===== src/rtl/game_end_of_game_timer_pkg.sv =====
// Shared game configuration: FSM state encoding and default timing for the board clock.
// Consumed by game_end_of_game_timer (optional key skip: GAME_END_TIMER_KEY_SKIP_EN).
package game_end_of_game_timer_pkg;

    localparam logic [1:0] IDLE = 2'd0;
    localparam logic [1:0] RUN  = 2'd1;
    localparam logic [1:0] DONE = 2'd2;

    // 50 MHz board clock: one tick per second.
    localparam int DEFAULT_PRESCALE       = 50000000;
    localparam int DEFAULT_DURATION_TICKS = 2;
    localparam int DEFAULT_BLINK_TICKS    = 1;
    localparam int DEFAULT_SKIP_MIN_TICKS = 1;

endpackage


===== src/rtl/game_tick_prescaler.sv =====
// Divides clk into a one-cycle tick every PRESCALE enabled cycles; clear restarts the count.
// Also used by the sprite update-rate logic.
module game_tick_prescaler #(
    parameter int PRESCALE = 50000000
) (
    input  logic clk,
    input  logic reset,
    input  logic clear,
    input  logic enable,
    output logic tick
);

    localparam int             CW   = $clog2(PRESCALE + 1);
    localparam logic [CW-1:0]  LAST = CW'(PRESCALE - 1);

    logic [CW-1:0] count_reg;

    assign tick = enable && !clear && (count_reg == LAST);

    always_ff @(posedge clk) begin
        if (reset || clear) begin
            count_reg <= '0;
        end else if (enable) begin
            count_reg <= (count_reg == LAST) ? '0 : count_reg + 1'b1;
        end
    end

endmodule


===== src/rtl/game_end_of_game_timer.sv =====
// End-of-game timer answering the master FSM's start strobe with running/done/blink.
// Define GAME_END_TIMER_KEY_SKIP_EN to add the key port that cuts the run short.
module game_end_of_game_timer
    import game_end_of_game_timer_pkg::*;
#(
    parameter int PRESCALE       = DEFAULT_PRESCALE,
    parameter int DURATION_TICKS = DEFAULT_DURATION_TICKS,
    parameter int BLINK_TICKS    = DEFAULT_BLINK_TICKS,
    parameter int SKIP_MIN_TICKS = DEFAULT_SKIP_MIN_TICKS
) (
    input  logic clk,
    input  logic reset,
    input  logic start,
    input  logic won,
`ifdef GAME_END_TIMER_KEY_SKIP_EN
    input  logic key,
`endif
    output logic running,
    output logic done,
    output logic won_latched,
    output logic blink
);

    localparam int            TW        = $clog2(DURATION_TICKS + 1);
    localparam logic [TW-1:0] LAST_TICK = TW'(DURATION_TICKS - 1);
    localparam int            BW        = $clog2(BLINK_TICKS + 1);
    localparam logic [BW-1:0] LAST_BLNK = BW'(BLINK_TICKS - 1);

    logic [1:0]    state_reg, state_next;
    logic [TW-1:0] tick_cnt_reg;
    logic [BW-1:0] blink_cnt_reg;
    logic          phase_reg;
    logic          won_reg;
    logic          tick;
    logic          in_run;
    logic          expire;
    logic          skip;

    assign in_run = (state_reg == RUN);

    // Held clear outside RUN so the count always starts from zero on a fresh run.
    game_tick_prescaler #(
        .PRESCALE (PRESCALE)
    ) u_prescaler (
        .clk    (clk),
        .reset  (reset),
        .clear  (start || !in_run),
        .enable (in_run),
        .tick   (tick)
    );

    assign expire = in_run && tick && (tick_cnt_reg == LAST_TICK);

`ifdef GAME_END_TIMER_KEY_SKIP_EN
    assign skip = in_run && key && (int'(tick_cnt_reg) >= SKIP_MIN_TICKS);
`else
    assign skip = 1'b0;
`endif

    always_comb begin
        state_next = state_reg;
        case (state_reg)
            IDLE:    state_next = start ? RUN : IDLE;
            RUN: begin
                if (start)
                    state_next = RUN;
                else if (expire || skip)
                    state_next = DONE;
            end
            DONE:    state_next = start ? RUN : IDLE;
            default: state_next = IDLE;
        endcase
    end

    always_ff @(posedge clk) begin
        if (reset) begin
            state_reg     <= IDLE;
            tick_cnt_reg  <= '0;
            blink_cnt_reg <= '0;
            phase_reg     <= 1'b0;
            won_reg       <= 1'b0;
        end else begin
            state_reg <= state_next;
            if (start) begin
                tick_cnt_reg  <= '0;
                blink_cnt_reg <= '0;
                phase_reg     <= 1'b1;
                won_reg       <= won;
            end else if (state_next != RUN) begin
                tick_cnt_reg  <= '0;
                blink_cnt_reg <= '0;
            end else if (tick) begin
                tick_cnt_reg <= tick_cnt_reg + 1'b1;
                if (blink_cnt_reg == LAST_BLNK) begin
                    blink_cnt_reg <= '0;
                    phase_reg     <= ~phase_reg;
                end else begin
                    blink_cnt_reg <= blink_cnt_reg + 1'b1;
                end
            end
        end
    end

    assign running     = in_run;
    assign done        = (state_reg == DONE);
    assign won_latched = won_reg;
    // A lost game shows a steady display; a won game flashes.
    assign blink       = in_run && (won_reg ? phase_reg : 1'b1);

endmodule


===== config.mk =====
export PLATFORM = sky130hd
export DESIGN_NAME = game_end_of_game_timer
export DESIGN_NICKNAME = d
export VERILOG_FILES = /design/src/rtl/game_end_of_game_timer_pkg.sv /design/src/rtl/game_tick_prescaler.sv /design/src/rtl/game_end_of_game_timer.sv
export SDC_FILE = /design/constraint.sdc
export NUM_CORES = 1
export LEC_CHECK = 0
export ABC_AREA = 1
export CAP_MARGIN = 10
export CORE_MARGIN = 2
export CORE_UTILIZATION = 45
export DETAILED_ROUTE_END_ITERATION = 10
export PLACE_DENSITY = 0.74
export SYNTH_ARGS = -nofsm -noshare
export SYNTH_HDL_FRONTEND = slang
export SYNTH_SLANG_ARGS = --single-unit

===== constraint.sdc =====
create_clock -name clk -period 1.6 [get_ports clk]
set_input_delay 0.32 -clock clk [delete_from_list [all_inputs] [get_ports clk]]
set_output_delay 0.32 -clock clk [all_outputs]
set_load 0.05 [all_outputs]

==> impl_summary.md, run 1 <==
Cells and area
In the final design database the tool counted 293 nets. The fraction of final layout cells sized beyond drive strength 1 is 0.3507. The layout overhead on the synthesized area is 41.37%. The layout filler cell count is between 200 and 300.

The repair_antennas step left the layout with diodes totalling 0. The register with the most flip-flops in the layout has 26 of them.

Synth
The leading cell type by number of instances after synthesis is nor2_1. By area the synthesized netlist is led by dfxtp_1 38%, nor2_1 9.9%, inv_1 9.0%, nand2_1 8.6%, a21oi_1 3.6%. Of the post-synthesis cell area, the dominant cell type holds 0.3844. During synthesis, Yosys emitted a total of 0 warnings.

The average instance in the mapped netlist occupies a little under 7 µm². The commonest cells after synthesis are 44 x nor2_1, 40 x inv_1, 38 x nand2_1. After synthesis, the netlist uses 33 different library cells.

The synthesized design contains 0 enable-type register cells. The sequential area share after synthesis is 0.3844. The synthesized design spends more area on one cell type than any other, namely dfxtp_1. The register bit total from synthesis is 32. Synthesis produced ~240 cells. The prevailing post-synth register cell is dfxtp_1. The cell area after technology mapping is 1667 µm².

The net count after synthesis is between 200 and 250. For this run, asynchronously set or reset flops after synthesis account for 0.

STA
The worst setup skew after layout is 6.758 ps. Setup repair after global routing could not meet its margin everywhere. The post-layout minimum cycle time is 1743 ps. The share of the clock period used by the worst path after layout is 1.089.

The number of failing hold endpoints at the final stage came to 0. The max-slew violation count is 0. The final setup violation count is 8. Timing would allow up to 573.7 MHz. In the post-route analysis, the smallest setup slack over all paths is -143.2 ps. Measured against its own limit, the worst slew margin works out to 0.7106. The worst hold slack across all endpoints is around 470 ps. At the pin with the least slew margin, the transition time is 430.9 ps.

Drt
After detailed routing, the total wire length is about 4.5 mm. Once detail routing completed, the nets flagged for antenna violations numbered 0. The number of optimization iterations in the first detailed-route pass is 4. The first routing iteration left 119 violations. The average wire length per cell after detail routing is 13.44 µm. The DRC violation count after routing is 0.

The routed layout has 1751 vias. The detailed-route vias per instance is 5.211.

Job
The tool flagged a number of max-cap violations equal to 0.

Placement
The half-perimeter wire length of the detailed placement result is roughly 2.8 mm. The final weighted congestion of routability-driven global placement is 0.9044. In this run the tool buffered the top-level ports with 7 buffer cells.

Setup path
STA classifies the critical path startpoint as a flip-flop. The required time at the endpoint of the critical path is between 1500 and 2000 ps. Together, buffers and inverters on the worst path number 1. The category of cells accounting for the largest share of critical-path delay is simple AND/OR/NAND/NOR gates. The critical path is of the reg2reg type. The critical path's largest stage delay is 330 ps. The slack of the worst reg-to-reg path is -140 ps. Among all stages on the critical path, the largest delay is contributed by dfxtp_1. Walking the worst path, the cells encountered are inv_1 > nand2_1 > nor2_1 > nand2_1 > nor2_1 > nand2_2 > nor2_4 > nand2_1 > o211ai_1 > nand3b_1 > nor2_1.

The kind of end point of the critical path is a flip-flop. The arrival time at the worst endpoint is 1920 ps. The largest driver fanout on the critical path is 3.

Clock tree
Counting along the longest clock path gives a buffer depth of 2. Clock-pin slew was measured on the worst setup and hold paths at 70 ps. In this run, CTS created clock tree buffers numbering 5.

At the later pin of the worst-skew pair, clock insertion delay measures a little under 300 ps. After clock tree synthesis, the flow added hold-fix buffers numbering 0. The TritonCTS clock tree is built. The tree is rooted in a clkbuf_8. The level count of the clock H-tree is 2.

The count of clock tree sinks is 32.

Global routing
Entering global routing, the biggest net connects 11 pins. The remaining global-route overflow is 0. The wire length of the first global-routing pass is 6.886 mm. The number of antenna violations at the first check in global routing is 0.

In the global route stage, overall resource usage came out at 0.2105. The via count of the first global-routing pass is 1638.

Pwr
VDD sags by at most 441.2 µV. The leakage power summed over all cells is approximately 0.99 nW. The power density of the placed cells is 668.3 nW/µm². The power consumption is around 1.6 mW.

Floorplanning
The die extent in x is 64.86 µm. The site row count is 22. The floorplan die height is approximately 65 µm. The starting density of the core is 0.4622. 8 I/O pins were placed. The die covers 4206 µm². The core area is 3606 µm².

Status
The final reports fail on setup timing. The run finished, with violations left.

Hold path
The type of the worst min-delay path is reg2reg.
-- kinds of logic (layout without fill, tap and decap cells) --
group / Yosys count / after routing / share of synthesized area
adders and majority gates: 2 / 2 / 0.01501
muxes: 1 / 1 / 0.006006
AOI/OAI and AO/OA: 33 / 33 / 0.1164
DFF: 32 / 32 / 0.3844
xor gates and xnor gates: 3 / 3 / 0.01577
buffers and inverters: 44 / 90 / 0.09984
and+or+nand+nor: 127 / 127 / 0.3626
-- worst register-to-register path: stages, from the launching register on --
cell	delay, ps
dfxtp_1	330
inv_1	80
nand2_1	80
nor2_1	180
nand2_1	100
nor2_1	150
nand2_2	120
nor2_4	150
nand2_1	90
o211ai_1	130
nand3b_1	180
nor2_1	60
-- worst paths after layout --
path	endpoint	cells after the start	startpoint
min reg2reg	u_prescaler.count_reg[25]	2	u_prescaler.count_reg[25]
max reg2reg	tick_cnt_reg[1]	11	u_prescaler.count_reg[16]
min	u_prescaler.count_reg[25]	2	u_prescaler.count_reg[25]
max	tick_cnt_reg[1]	11	u_prescaler.count_reg[16]
-- repair_timing --
| item | CTS | global route |
|---|---|---|
| gates resized for setup | 18 | 42 |
| setup endpoints to repair | 22 | 25 |
| pin swaps | 11 | 18 |
| setup buffers | 2 | 5 |
-- per-layer routing --
metal | share of wire | GRT usage
met1 | 0.42 | 0.2546
met2 | 0.51 | 0.3544
met3 | 0.055 | 0.06076
met4 | 0.021 | 0.07447
met5 | 0 | 0
-- cell usage in the layout, fill, tap and decap left out, types with 3 or more instances in the layout --
| cell type | instances |
|---|---|
| clkdlybuf4s50_1 | 3 |
| nand3_2 | 4 |
| o21ai_0 | 7 |
| nor2_4 | 5 |
| nor3_1 | 11 |
| nor3_4 | 4 |
| buf_12 | 3 |
| nand2_2 | 6 |
| o211ai_1 | 3 |
| inv_2 | 3 |
| dfxtp_1 | 19 |
| a21oi_1 | 10 |
| dfxtp_2 | 12 |
| nor2_1 | 37 |
| nand2_4 | 4 |
| buf_4 | 31 |
| nand2_1 | 33 |
| nor2_2 | 7 |
| clkbuf_8 | 6 |
| inv_1 | 39 |
| o21ai_1 | 4 |
| nand3_1 | 4 |
-- layout make-up --
class                      count  area, µm²  area share
sequential                    32      659.4      0.2799
clock buffer                   8      90.09     0.03824
timing repair buffer          39      345.3      0.1466
multi-input combinational    166       1037      0.4403
inverter                      43      163.9     0.06957
tap                           48      60.06     0.02549
-- report_power, final --
part	internal [mW]	switching, mW
clock network	0.351	0.302
logic	0.0487	0.0662
registers	0.801	0.00540
total	1.20	0.374
-- through the flow --
| stage | instances | setup slack, ps | TNS, ps | area, µm² | utilization |
|---|---|---|---|---|---|
| after floorplan | 242 | 14.94 | 0 | 1670 | - |
| after global placement | 321 | -64.90 | -801.7 | 2011 | 0.5576 |
| after detailed placement | 321 | -113.6 | -1611 | 2011 | 0.5576 |
| after CTS | 331 | -25.92 | -28.17 | 2191 | 0.6076 |
| after global routing | 336 | -265.0 | -2309 | 2356 | 0.6534 |
| final | 336 | -143.2 | -451.9 | 2356 | 0.6534 |
(Power assumes the default switching activity.)
==> run 2: changes to the inputs <==
--- a/config.mk
+++ b/config.mk
@@ -5,7 +5,6 @@
 export SDC_FILE = /design/constraint.sdc
 export NUM_CORES = 1
 export LEC_CHECK = 0
-export ABC_AREA = 1
 export CAP_MARGIN = 10
 export CORE_MARGIN = 2
 export CORE_UTILIZATION = 45
==> impl_summary.md, run 2 <==
STA
The smallest clock period supported by the final layout is computed as 1637 ps. The share of the clock period used by the worst path after layout is 1.023. The final setup violation count is 9. The max-slew violation count is 0.

Setup repair after global routing could not meet its margin everywhere. Across all setup checks in the final design, the least slack found is -37.49 ps. The worst setup skew after layout is between 15 and 20 ps. The highest clock rate is 610.7 MHz.

At the pin with the least slew margin, the transition time is 371.4 ps. The number of failing hold endpoints at the final stage is 0. Measured against its own limit, the worst slew margin works out to 0.7505.

Cells and area
Summing all multi-input logic gate instances after layout gives 997.2 µm². After the flow finishes, the layout carries non-filler instances totaling around 280. Leaving out fill and tap cells, the most frequent cells in the layout are 41 x buf_4, 34 x nor2_1, 23 x dfxtp_1, 13 x nand2_1, 12 x xnor2_1.

The layout filler cell count is 260. Once layout is complete, the utilization of the core stands at 0.6738. The net total in the final layout is 242. The final design area excluding fillers is 2248 µm². The most common library cell in the layout ignoring fill and taps is buf_4. Of the cells placed in the final design, the portion with a size suffix greater than 1 is 0.3814. The area growth from synthesis to layout is 43.88%. The flip-flop count of the largest register, all copies and words added is 26.

Across the whole layout, storage elements account for 654.4 µm². The number of antenna diodes in the final layout is 0.

Job
Across the run, the number of max-cap violations was 0.

Drt
The routed layout has between 1000 and 1500 vias. The number of nets with antenna violations after detailed routing is 0. The number of optimization iterations in the first detailed-route pass is 4. The detailed-route vias per instance is 5.025.

Wires add up to 3.562 mm. For this run, design rule violations remaining after detail routing come to 0. Dividing the detail-routed wire length by the instance count gives 12.63 µm. The initial DRC count is 37.

Setup path
The source of the critical timing path is u_prescaler.count_reg[1]. The category of cells accounting for the largest share of critical-path delay is simple AND/OR/NAND/NOR gates. The beginning of the worst register-to-register path is u_prescaler.count_reg[1].

The critical path's largest stage delay is 520 ps. Of all nets on the critical path, the largest fanout is 4. The signal on the critical path passes through ha_4 > nand4b_1 > or4_4 > nor2_4 > xnor2_2 > nor2_1.

The class of the most critical setup path is reg2reg. The worst setup path is launched from a flip-flop. Data on the critical path arrives at its endpoint at 1860 ps. The largest individual stage delay along the critical path comes from the cell or4_4. The kind of end point of the critical path is a flip-flop. Together, buffers and inverters on the worst path number 0. The required time at the endpoint of the critical path is 1820 ps.

Clock tree
The level count of the clock H-tree is 2. The clock transition at the registers of the reported paths is ~100 ps. For this design, the sink count on the clock tree is 32. The count of hold buffers inserted by post-cts repair is 0. The maximum clock insertion buffer count is 2. The clock root buffer is clkbuf_4. The later-pin clock latency in the skew report is 340 ps. The number of buffers created by CTS is 5.

The TritonCTS clock tree is built.

Pwr
The worst-case IR drop observed on VDD is 428.5 µV. The power density of the placed cells is 596.0 nW/µm². The leakage power summed over all cells is 0.8351 nW.

Synth
The area share of the largest cell type after synthesis is 0.4099. In this run the cell area of the synthesized design comes to 1563 µm². The prevailing post-synth register cell is dfxtp_1. By instance count, the leading cell after synthesis is nor2_1. The mean cell area of the mapped netlist is 8.634 µm².

Counting instances in the post-synthesis netlist gives the leading cell types as 38 x nor2_1, 32 x dfxtp_1, 14 x nand2_1. Synthesis inferred 32 register bits. Of the synthesized area, sequential elements account for 0.4099. The proportion of register bits with asynchronous set or reset after synthesis is 0. The Yosys step of the flow raised 0 warnings. The number of flops mapped to enable cells by yosys is 0. Of all cell types, the one taking the most synthesized area is dfxtp_1.

The number of different library cells in the post-synthesis netlist is 39. The net count after synthesis is 187. After synthesis, the cell types taking the most area are dfxtp_1 41%, nor2_1 9.1%, xnor2_1 7.3%, xor2_1 5.0%, nand4_1 3.6%.

Counting every instance in the synthesized netlist gives around 180.

Global routing
In the global route stage, overall resource usage came out at 0.1847. The layer flagged by global routing as most heavily used is met2. The pin count of the biggest net entering global routing is 22. The met2 track demand over resource is 0.2926. The number of antenna violations at the first check in global routing was 0. The met1 track demand over resource in global routing is 0.2309. The via count of the first global-routing pass is 1332. The wire length of the first global-routing pass is about 5.8 mm. Summed over all layers, the global routing overflow is 0. The met3 track utilization from global routing is 0.04865.

Placement
The half-perimeter wire length of the detailed placement result is 2.470 mm. The final weighted congestion of routability-driven global placement is 0.8674. The count of buffers inserted at the top-level ports is 7. The total placed cells including tap cells is 269. In this run the cell area measured after placement is ~2000 µm².

Hold path
The startpoint identified for the worst hold timing path is tick_cnt_reg[1]. The type of the worst min-delay path is reg2reg.

Floorplanning
The core area is around 3300 µm². The site row count is 21. The die extent in x is 62.93 µm. In this run the vertical extent of the chip is 62.93 µm. 8 I/O pins were placed. The initial utilization of the core area, before any placement, comes to 0.4683. The die area is around 4000 µm².

Status
The run finished, with violations left. The checks that failed: setup timing.
==> run 2: cell types whose count changed in the layout (fill, tap and decap cells not counted), sizes merged, moves of 7 or more <==
cell   previous run  this run
nor2             49        38
nor3             17         4
xor2              2         9
inv              43         8
nand4             2        11
xnor2             1        13
nand2            43        14
buf              36        49
o21ai            12         2
==> run 2: power by group <==
group	total (mW)	leakage (nW)	internal, mW	switching (mW)
Sequential	0.807	0.263	0.801	0.00658
Combinational	0.101	0.544	0.0484	0.0530
Clock	0.431	0.0281	0.162	0.270
Total	1.34	0.835	1.01	0.329
==> run 2: timing repair <==
action	in CTS	in global routing
setup endpoints to repair	10	30
setup buffers	1	6
pin swaps	1	15
resized for setup	7	26
==> run 2: area by class of cell <==
| class | count | area share |
|---|---|---|
| inverters | 8 | 0.01336 |
| flip-flops and latches | 32 | 0.2910 |
| clock buffers | 6 | 0.01836 |
| multi-input cells | 137 | 0.4435 |
| repair buffers | 52 | 0.2059 |
| well taps | 46 | 0.02560 |
| clock inverters | 1 | 0.002226 |
==> run 2: worst paths after layout <==
check / to / slack [ps] / depth (start not counted)
setup / recovery: u_prescaler.count_reg[14] / -40 / 6
hold / removal: tick_cnt_reg[1] / 460 / 2
setup reg to reg: u_prescaler.count_reg[14] / -40 / 6
hold reg to reg: tick_cnt_reg[1] / 460 / 2
==> run 2: cells by family after synthesis <==
kind of cell | after synthesis | synth area share
buf+inv | 12 | 0.03122
mux | 2 | 0.01281
xor+xnor | 22 | 0.1233
compound gates | 14 | 0.05365
fa+ha+maj | 2 | 0.01601
flops | 32 | 0.4099
simple gates | 97 | 0.3531
==> run 2: through the flow <==
| stage | setup TNS, ps | setup slack, ps | power (mW) | hold WS [ps] |
|---|---|---|---|---|
| global route | -1861 | -130.8 | 1.392 | 481.6 |
| floorplan | -23.97 | -23.97 | 0.8673 | 389.1 |
| detailed placement | -72.00 | -46.49 | 0.9185 | 450.7 |
| CTS | -25.46 | -8.146 | 1.346 | 465.9 |
| finish | -155.0 | -37.49 | 1.340 | 463.5 |
| global placement | -9.544 | -9.544 | 0.9172 | 445.5 |
==> run 2: per-layer routing <==
layer / vias to the layer above / wire, µm / part of all wire
met3: 6 / 82 / 0.023
met1: 667 / 1709 / 0.48
li1: 734 / - / -
met4: 0 / 62 / 0.017
met2: 10 / 1707 / 0.48
met5: - / 0 / 0
==> run 2: tightest hold or removal path: stages, from the launching register on <==
cell and delay (ps):
dfxtp_1 320, nand2_1 50, a21oi_1 50
==> run 3: changes to the inputs <==
--- a/config.mk
+++ b/config.mk
@@ -9,7 +9,9 @@
 export CORE_MARGIN = 2
 export CORE_UTILIZATION = 45
 export DETAILED_ROUTE_END_ITERATION = 10
-export PLACE_DENSITY = 0.74
+export DONT_BUFFER_PORTS = 1
+export GPL_ROUTABILITY_DRIVEN = 0
+export PLACE_DENSITY = 0.71
 export SYNTH_ARGS = -nofsm -noshare
 export SYNTH_HDL_FRONTEND = slang
 export SYNTH_SLANG_ARGS = --single-unit
==> impl_summary.md, run 3 (same netlist as run 2, synthesis figures left out) <==
Cells and area
For this run, the share of the core covered by cells in the final layout is 0.6415. Leaving out fill and tap cells, the most frequent cell in the layout is nor2_1. The register with the most flip-flops in the layout has 26 of them. Once layout is complete, the cells apart from fillers number 270.

Relative to the synthesized area, the layout overhead comes to 36.99%. The antenna diode count is 0. In the final layout, the multi-input gates occupy roughly 1000 µm².

The layout filler cell count is 284. Across the whole layout, storage elements account for between 600 and 700 µm². The net total in the final layout is around 230. Leaving out fill and tap cells, the most frequent cells in the layout are 35 x nor2_1, 33 x buf_4, 19 x dfxtp_1, 13 x nand2_1, 13 x xnor2_1. In the final layout, the share of cells above drive strength 1 is 0.4018.

STA
The max-slew violation count is 0. Once routing completed, OpenROAD measured the worst setup slack at -7.467 ps. The worst hold slack across all endpoints is 20.28 ps. Measured against its own limit, the worst slew margin works out to 0.7471.

The number of failing hold endpoints at the final stage came to 0. For the pin with the worst max-slew slack, the measured transition is 377.9 ps. The share of the clock period used by the worst path after layout is 1.005. The post-layout minimum cycle time is roughly 1600 ps.

Setup repair after global routing could not meet its margin everywhere. Setup violations remaining at the end of the flow were counted as 1. For the final database, setup skew stands at 19.06 ps. Static timing analysis puts the maximum clock frequency at 622.1 MHz.

Job
The count of maximum capacitance violations is 0.

Setup path
The class of the most critical setup path is reg2reg. The arrival time at the worst endpoint is between 1500 and 2000 ps. Setup slack on the worst reg-to-reg path comes out at -7 ps. The kind of end point of the critical path is a flip-flop.

The largest individual stage delay along the critical path comes from the cell or3_4. The startpoint identified for the worst register-to-register timing path is u_prescaler.count_reg[0]. The launching element type of the critical path is a flip-flop. Measured in cells, the most critical reg-to-reg path has a length of 6. Walking the worst path, the cells encountered are ha_4 > nand4b_1 > or3_4 > o2bb2a_4 > o21ai_2 > a21oi_1.

In this run the worst setup path begins at u_prescaler.count_reg[0]. The endpoint of the worst setup timing path is u_prescaler.count_reg[24]. In this run the critical register-to-register path is captured at u_prescaler.count_reg[24].

The required time at the endpoint of the critical path is 1840 ps. The critical path's largest stage delay is 420 ps. In this run the worst path has a maximum fanout of 4.

Pwr
IR analysis of the VDD net gives a maximum drop of 662.1 µV. Power spread over the standard cell area amounts to around 640 nW/µm². The leakage power summed over all cells is 0.7724 nW.

Clock tree
The clock root buffer is clkbuf_4. Clock-pin slew was measured on the worst setup and hold paths at roughly 110 ps. The longest clock path from root to sink contains 2 buffers.

TritonCTS built the clock tree. The count of clock tree sinks is 32. Counting the buffers created by CTS gives 5. The later-pin clock latency in the skew report is 350 ps. The H-tree was split into 2 levels.

Drt
After detailed routing, the number of remaining DRC violations is 0. The detailed-route vias per instance is 5.374. The number of nets with antenna violations after detailed routing is 0. The number of optimization iterations in the first detailed-route pass is 4. The average wire length per cell after detail routing is 14.27 µm.

The initial DRC count is 72. After detailed routing, the total wire length is ~3.9 mm. Summing over every cut layer, the via total after detailed routing is 1451.

Global routing
For met1 alone, demand over resource in global routing was 0.2396. Entering global routing, the biggest net connects 23 pins. Across every metal layer, demand over resource in global routing totals 0.2086.

The remaining global-route overflow is 0. In this run the most used layer during global routing was met2. The met2 track demand over resource is 0.3351. The via count of the first global-routing pass is 1530. For met3 alone, demand over resource in global routing was 0.05586. The number of antenna violations at the first check in global routing was 0. The wire length of the first global-routing pass is 6.417 mm.

Hold path
The type of the worst min-delay path is in2reg.

Floorplanning
The die area is 3960 µm². The top-level port count is 8. The total area inside the core boundary comes to approximately 3300 µm². The die extent in x is 62.93 µm. The starting density of the core is 0.4683. The site row count is 21. The floorplan step set the die height to 62.93 µm.

Placement
The count of buffers inserted at the top-level ports is 0. The wire-length estimate of the detail-placed layout is 2.656 mm. The total placed cells including tap cells is 257.

Status
The flow ran to the end, but the final reports show violations. The final reports fail on setup timing.
==> run 3: stage by stage <==
step	worst slack [ps]	setup TNS, ps	instance area [µm²]	total power, mW
2_1_floorplan	-23.97	-23.97	1583	0.8673
3_3_place_gp	-12.40	-37.29	1889	0.8872
3_5_place_dp	-71.13	-323.5	1889	0.8890
5_1_grt	-109.8	-1441	2141	1.436
6_report	-7.467	-7.467	2141	1.376
4_1_cts	0.01632	0	2031	1.385
==> run 3: layout make-up <==
class,count,share of cell area
inverters,8,0.01578
repair buffers,39,0.1514
flip-flops and latches,32,0.3092
multi-input cells,137,0.4693
well taps,46,0.02688
clock buffers,8,0.02747
==> run 3: timing repair <==
action | in CTS | in global routing
resized for setup | 18 | 26
gates cloned | 0 | 0
setup endpoints to repair | 28 | 32
endpoints found under the hold margin | 0 | 0
hold buffers | 0 | 0
pin swaps | 1 | 8
setup buffers | 2 | 3
==> run 3: critical path: cells and delay by family (launching register included) <==
family	cells	cell delay, ps
fa+ha+maj	1	140
flops	1	360
compound gates	3	400
simple gates	2	610
==> run 3: per-layer routing <==
layer | share of wire | wire length, µm
met4 | 0.045 | 175
met3 | 0.038 | 145
met2 | 0.50 | 1929
met5 | 0 | 0
met1 | 0.42 | 1602
==> run 3: how the worst min path moves through the flow <==
| stage | depth (start not counted) | from | endpoint | slack, ps |
|---|---|---|---|---|
| after floorplan | 1 | reset | phase_reg | 390 |
| after detailed placement | 1 | reset | phase_reg | 390 |
| after global placement | 1 | reset | phase_reg | 390 |
| final | 1 | reset | phase_reg | 20 |
| after CTS | 1 | reset | phase_reg | 10 |
| after global routing | 1 | reset | phase_reg | 3 |
==> run 3: where the power goes <==
group | switching, mW | internal (mW)
clock | 0.273 | 0.217
combinational | 0.0501 | 0.0314
sequential | 0.00614 | 0.799
